File: config.mk
export PLATFORM = sky130hd
export DESIGN_NAME = load_store_unit
export DESIGN_NICKNAME = d
export VERILOG_FILES = /design/src/rtl/lsu_pkg.sv /design/src/rtl/lsu_align.sv /design/src/rtl/load_store_unit.sv
export SDC_FILE = /design/constraint.sdc
export NUM_CORES = 1
export LEC_CHECK = 0
export BUFFER_PORTS_ARGS = -buffer_cell sky130_fd_sc_hd__buf_2
export CORE_ASPECT_RATIO = 0.75
export CORE_MARGIN = 5
export CORE_UTILIZATION = 45
export CTS_CLUSTER_DIAMETER = 50
export DETAILED_ROUTE_END_ITERATION = 8
export MAX_ROUTING_LAYER = met4
export PLACE_DENSITY = 0.72
export SLEW_MARGIN = 20
export SYNTH_ARGS = -nofsm -noshare
export SYNTH_HDL_FRONTEND = slang
export SYNTH_SLANG_ARGS = --single-unit
export TNS_END_PERCENT = 20
File: constraint.sdc
create_clock -name clk -period 6.2 [get_ports clk]
set_clock_uncertainty 0.05 [all_clocks]
set_input_delay 1.24 -clock clk [delete_from_list [all_inputs] [get_ports clk]]
set_output_delay 1.24 -clock clk [all_outputs]
set_load 0.02 [all_outputs]
File: src/rtl/lsu_pkg.sv
// Shared types and constants for the load/store unit: FSM states, RISC-V
// funct3 width/sign codes, error causes and the access-size helper.
package lsu_pkg;

  typedef enum logic [1:0] {
    IDLE    = 2'd0,
    REQ     = 2'd1,
    WAIT_RD = 2'd2
  } lsu_state_e;

  localparam logic [2:0] F3_B  = 3'b000;
  localparam logic [2:0] F3_H  = 3'b001;
  localparam logic [2:0] F3_W  = 3'b010;
  localparam logic [2:0] F3_D  = 3'b011;
  localparam logic [2:0] F3_BU = 3'b100;
  localparam logic [2:0] F3_HU = 3'b101;
  localparam logic [2:0] F3_WU = 3'b110;

  localparam logic [1:0] ERR_MISALIGN = 2'b01;
  localparam logic [1:0] ERR_ILLEGAL  = 2'b10;
  localparam logic [1:0] ERR_TIMEOUT  = 2'b11;

  function automatic logic [3:0] size_bytes(input logic [2:0] funct3);
    case (funct3)
      F3_B, F3_BU: return 4'd1;
      F3_H, F3_HU: return 4'd2;
      F3_W, F3_WU: return 4'd4;
      default:     return 4'd8;
    endcase
  endfunction

endpackage

File: src/rtl/lsu_align.sv
// Combinational byte-lane logic: byte enables, replicated store data,
// shifted and extended load data, plus misalign/illegal access flags.
module lsu_align
  import lsu_pkg::*;
#(
  parameter int DATA_W = 32
) (
  input  logic                  we,
  input  logic [2:0]            funct3,
  input  logic [2:0]            addr_lo,
  input  logic [DATA_W-1:0]     wdata,
  input  logic [DATA_W-1:0]     rdata,
  output logic [DATA_W/8-1:0]   be,
  output logic [DATA_W-1:0]     wdata_rep,
  output logic [DATA_W-1:0]     rdata_ext,
  output logic                  misalign,
  output logic                  illegal
);

  localparam int NB    = DATA_W / 8;
  localparam int OFF_W = $clog2(NB);

  logic [OFF_W-1:0]  off;
  logic [3:0]        size;
  logic [NB-1:0]     mask;
  logic [DATA_W-1:0] shifted;

  always_comb begin
    off  = addr_lo[OFF_W-1:0];
    size = size_bytes(funct3);

    case (size)
      4'd1:    mask = NB'(1);
      4'd2:    mask = NB'(3);
      4'd4:    mask = NB'(15);
      default: mask = '1;
    endcase
    be = mask << off;

    case (size)
      4'd1:    wdata_rep = {NB{wdata[7:0]}};
      4'd2:    wdata_rep = {(NB/2){wdata[15:0]}};
      4'd4:    wdata_rep = {(NB/4){wdata[31:0]}};
      default: wdata_rep = wdata;
    endcase

    shifted = rdata >> {off, 3'b000};
    case (funct3)
      F3_B:    rdata_ext = DATA_W'($signed(shifted[7:0]));
      F3_H:    rdata_ext = DATA_W'($signed(shifted[15:0]));
      F3_W:    rdata_ext = DATA_W'($signed(shifted[31:0]));
      F3_BU:   rdata_ext = DATA_W'(shifted[7:0]);
      F3_HU:   rdata_ext = DATA_W'(shifted[15:0]);
      F3_WU:   rdata_ext = DATA_W'(shifted[31:0]);
      default: rdata_ext = shifted;
    endcase

    misalign = |(addr_lo & 3'(size - 4'd1));

    // Doubleword forms only exist on a 64-bit bus; stores have no unsigned forms
    if (we) begin
      case (funct3)
        F3_B, F3_H, F3_W: illegal = 1'b0;
        F3_D:             illegal = (DATA_W != 64);
        default:          illegal = 1'b1;
      endcase
    end else begin
      case (funct3)
        F3_B, F3_H, F3_W, F3_BU, F3_HU: illegal = 1'b0;
        F3_D, F3_WU:                    illegal = (DATA_W != 64);
        default:                        illegal = 1'b1;
      endcase
    end
  end

endmodule

File: src/rtl/load_store_unit.sv
// Multi-cycle load/store unit between EX and a handshaked data memory.
// state   | meaning
// IDLE    | ready for a request; errors are reported from here
// REQ     | mem_req held with stable address/data until mem_gnt
// WAIT_RD | load granted, waiting for mem_rvalid
module load_store_unit
  import lsu_pkg::*;
#(
  parameter int DATA_W  = 32,
  parameter int ADDR_W  = 9,
  parameter int TIMEOUT = 16
) (
  input  logic                  clk,
  input  logic                  reset,
  input  logic                  req_valid,
  output logic                  req_ready,
  input  logic                  req_we,
  input  logic [2:0]            req_funct3,
  input  logic [ADDR_W-1:0]     req_addr,
  input  logic [DATA_W-1:0]     req_wdata,
  input  logic [4:0]            req_rd,
  output logic                  mem_req,
  output logic                  mem_we,
  output logic [ADDR_W-1:0]     mem_addr,
  output logic [DATA_W/8-1:0]   mem_be,
  output logic [DATA_W-1:0]     mem_wdata,
  input  logic                  mem_gnt,
  input  logic                  mem_rvalid,
  input  logic [DATA_W-1:0]     mem_rdata,
  output logic                  wb_valid,
  output logic [4:0]            wb_rd,
  output logic [DATA_W-1:0]     wb_data,
  output logic                  st_done,
  output logic                  err_valid,
  output logic [1:0]            err_cause,
  output logic [ADDR_W-1:0]     err_addr
);

  localparam int NB    = DATA_W / 8;
  localparam int OFF_W = $clog2(NB);
  localparam int TW    = $clog2(TIMEOUT);
  localparam logic [TW-1:0] TLAST = TW'(TIMEOUT - 1);

  lsu_state_e        state, state_next;
  logic              lat_we;
  logic [2:0]        lat_funct3;
  logic [ADDR_W-1:0] lat_addr;
  logic [DATA_W-1:0] lat_wdata;
  logic [4:0]        lat_rd;
  logic [TW-1:0]     timer;
  logic              accept, tmo;

  logic              a_we;
  logic [2:0]        a_funct3;
  logic [2:0]        a_addr_lo;
  logic [DATA_W-1:0] a_wdata;
  logic [NB-1:0]     a_be;
  logic [DATA_W-1:0] a_wdata_rep, a_rdata_ext;
  logic              a_misalign, a_illegal;

  // In IDLE the aligner checks the incoming request; otherwise it serves the latched one
  always_comb begin
    a_we      = (state == IDLE) ? req_we     : lat_we;
    a_funct3  = (state == IDLE) ? req_funct3 : lat_funct3;
    a_addr_lo = (state == IDLE) ? req_addr[2:0] : lat_addr[2:0];
    a_wdata   = (state == IDLE) ? req_wdata  : lat_wdata;
  end

  lsu_align #(.DATA_W(DATA_W)) u_align (
    .we        (a_we),
    .funct3    (a_funct3),
    .addr_lo   (a_addr_lo),
    .wdata     (a_wdata),
    .rdata     (mem_rdata),
    .be        (a_be),
    .wdata_rep (a_wdata_rep),
    .rdata_ext (a_rdata_ext),
    .misalign  (a_misalign),
    .illegal   (a_illegal)
  );

  always_ff @(posedge clk) begin
    if (reset) state <= IDLE;
    else       state <= state_next;
  end

  always_comb begin
    state_next = state;
    accept     = 1'b0;
    tmo        = (timer == TLAST);
    case (state)
      IDLE: begin
        accept = req_valid;
        if (req_valid && !a_illegal && !a_misalign) state_next = REQ;
      end
      REQ: begin
        if (mem_gnt)  state_next = lat_we ? IDLE : WAIT_RD;
        else if (tmo) state_next = IDLE;
      end
      WAIT_RD: begin
        if (mem_rvalid || tmo) state_next = IDLE;
      end
      default: state_next = IDLE;
    endcase
  end

  always_comb begin
    req_ready = (state == IDLE);
    mem_we    = mem_req & lat_we;
    mem_addr  = mem_req ? {lat_addr[ADDR_W-1:OFF_W], OFF_W'(0)} : '0;
    mem_be    = mem_req ? a_be : '0;
    mem_wdata = mem_req ? a_wdata_rep : '0;
  end

  always_ff @(posedge clk) begin
    if (reset) begin
      mem_req    <= 1'b0;
      lat_we     <= 1'b0;
      lat_funct3 <= '0;
      lat_addr   <= '0;
      lat_wdata  <= '0;
      lat_rd     <= '0;
      timer      <= '0;
      wb_valid   <= 1'b0;
      wb_rd      <= '0;
      wb_data    <= '0;
      st_done    <= 1'b0;
      err_valid  <= 1'b0;
      err_cause  <= '0;
      err_addr   <= '0;
    end else begin
      mem_req   <= (state_next == REQ);
      wb_valid  <= 1'b0;
      st_done   <= 1'b0;
      err_valid <= 1'b0;

      if (state_next == state && state != IDLE) timer <= timer + TW'(1);
      else                                      timer <= '0;

      if (accept) begin
        lat_we     <= req_we;
        lat_funct3 <= req_funct3;
        lat_addr   <= req_addr;
        lat_wdata  <= req_wdata;
        lat_rd     <= req_rd;
        if (a_illegal) begin
          err_valid <= 1'b1;
          err_cause <= ERR_ILLEGAL;
          err_addr  <= req_addr;
        end else if (a_misalign) begin
          err_valid <= 1'b1;
          err_cause <= ERR_MISALIGN;
          err_addr  <= req_addr;
        end
      end

      // A handshake in the same cycle as the last timer count takes precedence
      if (state == REQ) begin
        if (mem_gnt) begin
          st_done <= lat_we;
        end else if (tmo) begin
          err_valid <= 1'b1;
          err_cause <= ERR_TIMEOUT;
          err_addr  <= lat_addr;
        end
      end

      if (state == WAIT_RD) begin
        if (mem_rvalid) begin
          wb_valid <= 1'b1;
          wb_rd    <= lat_rd;
          wb_data  <= a_rdata_ext;
        end else if (tmo) begin
          err_valid <= 1'b1;
          err_cause <= ERR_TIMEOUT;
          err_addr  <= lat_addr;
        end
      end
    end
  end

endmodule

==> results.toml <==
[global_routing]
grt_pass1_vias = 5375
grt_start_max_net_pins = 92
grt_pass1_wl_microns = 28400
track_usage_pct = 23.7
grt_overflow_total = 0
antenna_found_initial = 1

[clocking]
worstSkewPairLatency_ns = 0.35
cts_tree = "built"
cts-root-buf = "clkbuf_16"
cts_max_level = 3
clk_path_buf_depth = 2
cts.sinks = 108
cts_resized = 0
hold_buffers = 0
numCtsBuffers = 9
path_clk_slew_ns = 0.08
cts_setup_buffers = 0

[drt]
drc = 0
drtAntennaViolNets = 0
routedWlPerCell_microns = 17.5
routed_wl_microns = 18400
firstDrtPassIters = 4
drt_iter0_drc = 503
vias_per_cell = 5.64
vias = 5913

[power]
switching_power_uw = 488
internal_power_mw = 1.19
irDropWorstVdd_v = 0.000145
leakage_nw = 3.34
p_seq_share_pct = 44.9
clkPwrFrac_pct = 35.9
power_density_nw_per_um2 = 239
pwr-share-comb_pct = 19.2
sw_frac_of_total_pct = 29.1

[setup_path]
end_kind = "output pin"
start_kind = "flop"
slowest_delay_ns = 0.78
r2r_start = "state[0]"
crit_arrival_ns = 3.48
crit_start = "state[0]"
crit_chain = "or2_1 > inv_4 > nand2_1 > nand2_1 > o311a_1 > buf_2"
cp_common_cell = "nand2_1"
critical_path.top_delay_family = "simple AND/OR/NAND/NOR gates"
path_class = "reg2out"
path_buf_inv = 2
cp_data_required_time_ns = 4.91
worstPathMaxFanout = 41
cp_slowest_cell = "or2_1"

[floorplanning]
die_w_microns = 141
die-area_sq_um = 15400
design.core.area_sq_um = 12800
start_util_pct = 45.5
ios = 186
core.rowCount = 36
die_y_microns = 109

[min_path]
hp-class = "reg2reg"
hp-start = "timer[0]"

[synthesis]
netlist_area_sq_um = 5840
synth.top_cell.area_share_pct = 37.0
synth_top_family_by_area = "simple AND/OR/NAND/NOR gates"
ys_warn_count = 0
synth_enable_flop_cells = 0
synth_fa_ha_area_share_pct = 0.214
syn_inst = 734
synth_most_common_cell = "nand2_1"
synth_top_flop_cell = "dfxtp_1"
synth_compound_area_share_pct = 23.2
ys_types = 61
synthXorXnorAreaFrac_pct = 0.450
yosysTopAreaCell = "dfxtp_1"
muxShareOfSynthArea_pct = 7.18
synth.ff_latch_count = 108
yosys.area_share.simple_pct = 26.2
async_reset_ff_share_pct = 0
ys_top_cells_by_count = "nand2_1 (173), dfxtp_1 (108), a21oi_1 (83)"
ys_seq_area_share_pct = 37.0
synthTopCellsByArea = "dfxtp_1 (37%), nand2_1 (11%), a21oi_1 (7.1%)"
avgSynthCellArea_sq_um = 7.95

[timing]
finalCritPeriodShare_pct = 76.9
finalHoldViolations = 0
slew_headroom_pct = 33.5
min_period_ns = 4.77
fin_hold_ws_ns = 0.400
tns_ns = 0
worst_pin_slew_ns = 0.997
report.final.slew_viol_count = 0
fmax_mhz = 210
finalSetupViolations = 0
rsz0062_at_grt = "no"

[run]
maxCapViolCount = 0

[run_status]
outcome = "finished clean"

[final_layout]
fin_area_sq_um = 6990
postLayoutCoreUtil_pct = 54.5
nets = 961
area_delta_synth_final_pct = 19.8
drive_above_1_share_pct = 26.8

[placed_design]
place.gp.congestion = 0.935
place_hpwl_microns = 12800
io_buffers = 183
dpl_cell_area_sq_um = 6690
-- state kept, by name, summed over array words and instances, names as in the netlist --
| name | cells |
|---|---|
| err_addr | 9 |
| err_cause | 2 |
| err_valid | 1 |
| lat_addr | 9 |
| lat_funct3 | 3 |
| lat_rd | 5 |
| lat_wdata | 32 |
| lat_we | 1 |
| mem_req | 1 |
| st_done | 1 |
| state | 2 |
| timer | 4 |
| wb_data | 32 |
| wb_rd | 5 |
| wb_valid | 1 |
-- cell families (layout without fill, tap and decap cells) --
| group | count (synthesis) | after routing |
|---|---|---|
| flops | 108 | 108 |
| fa+ha+maj | 1 | 1 |
| xor+xnor | 3 | 3 |
| buf+inv | 63 | 205 |
| other cells | 1 | 3 |
| simple gates | 318 | 318 |
| compound gates | 199 | 199 |
| mux | 41 | 41 |
-- worst paths after layout --
check / end / slack, ns / cells past startpoint
setup reg to reg: wb_data[23] / 2.66 / 6
hold reg to reg: timer[0] / 0.40 / 1
setup / recovery: mem_be[2] / 1.43 / 6
hold / removal: timer[0] / 0.40 / 1
-- cell usage in the layout, fill, tap and decap left out, types with 3 or more instances in the layout --
cell       netlist  layout
o211a_1         12      12
a221oi_1        10      10
o21ai_1          5       5
o21ai_2          3       3
nand3b_1        13      13
a211o_1          7       7
a221o_1          9       9
mux2i_1         39      39
clkbuf_16        0       9
o211ai_1        15      15
nor3b_2          3       3
and3_1          24      24
nand2_1        173     173
nand3_1         33      33
a21oi_1         83      83
a211oi_1        15      15
nor2_1          26      26
dfxtp_1        108     108
and2_1          16      15
buf_4            9       5
buf_2           11     182
o21ai_0         22      22
nor3_1           6       6
nor3_2           6       6
clkinv_2         0       4
-- through the flow --
step / setup slack, ns / cells / power (mW)
after floorplan: 2.47 / 735 / 0.986
after global placement: 1.87 / 1033 / 1.08
after detailed placement: 1.82 / 1033 / 1.09
after CTS: 1.43 / 1048 / 1.69
after global routing: 1.21 / 1049 / 1.75
final: 1.43 / 1049 / 1.67
-- layout make-up --
type / instances / area, sq um
antenna: 1 / 2.50
tap: 171 / 214
clock buffer: 9 / 225
multi-input combinational: 564 / 3350
clock inverter: 6 / 80.1
fill: 1238 / 5840
inverter: 3 / 13.8
sequential: 108 / 2160
timing repair buffer: 187 / 948
-- power by group through the flow --
stage	registers [mW]	logic (mW)	clock network, mW
6_report	0.751	0.322	0.601
5_1_grt	0.755	0.353	0.641
4_1_cts	0.751	0.320	0.615
3_5_place_dp	0.767	0.319	0
3_3_place_gp	0.766	0.317	0
2_1_floorplan	0.768	0.219	0
-- routing by layer --
| layer | part of all wire [%] | wire, microns | GRT usage [%] |
|---|---|---|---|
| met1 | 47 | 8710 | 33.8 |
| met2 | 43 | 7840 | 33.6 |
| met3 | 8.1 | 1490 | 5.39 |
| met4 | 1.8 | 324 | 6.64 |
| met5 | 0 | 0 | - |
Note: power is estimated with default switching activity, not from simulation.
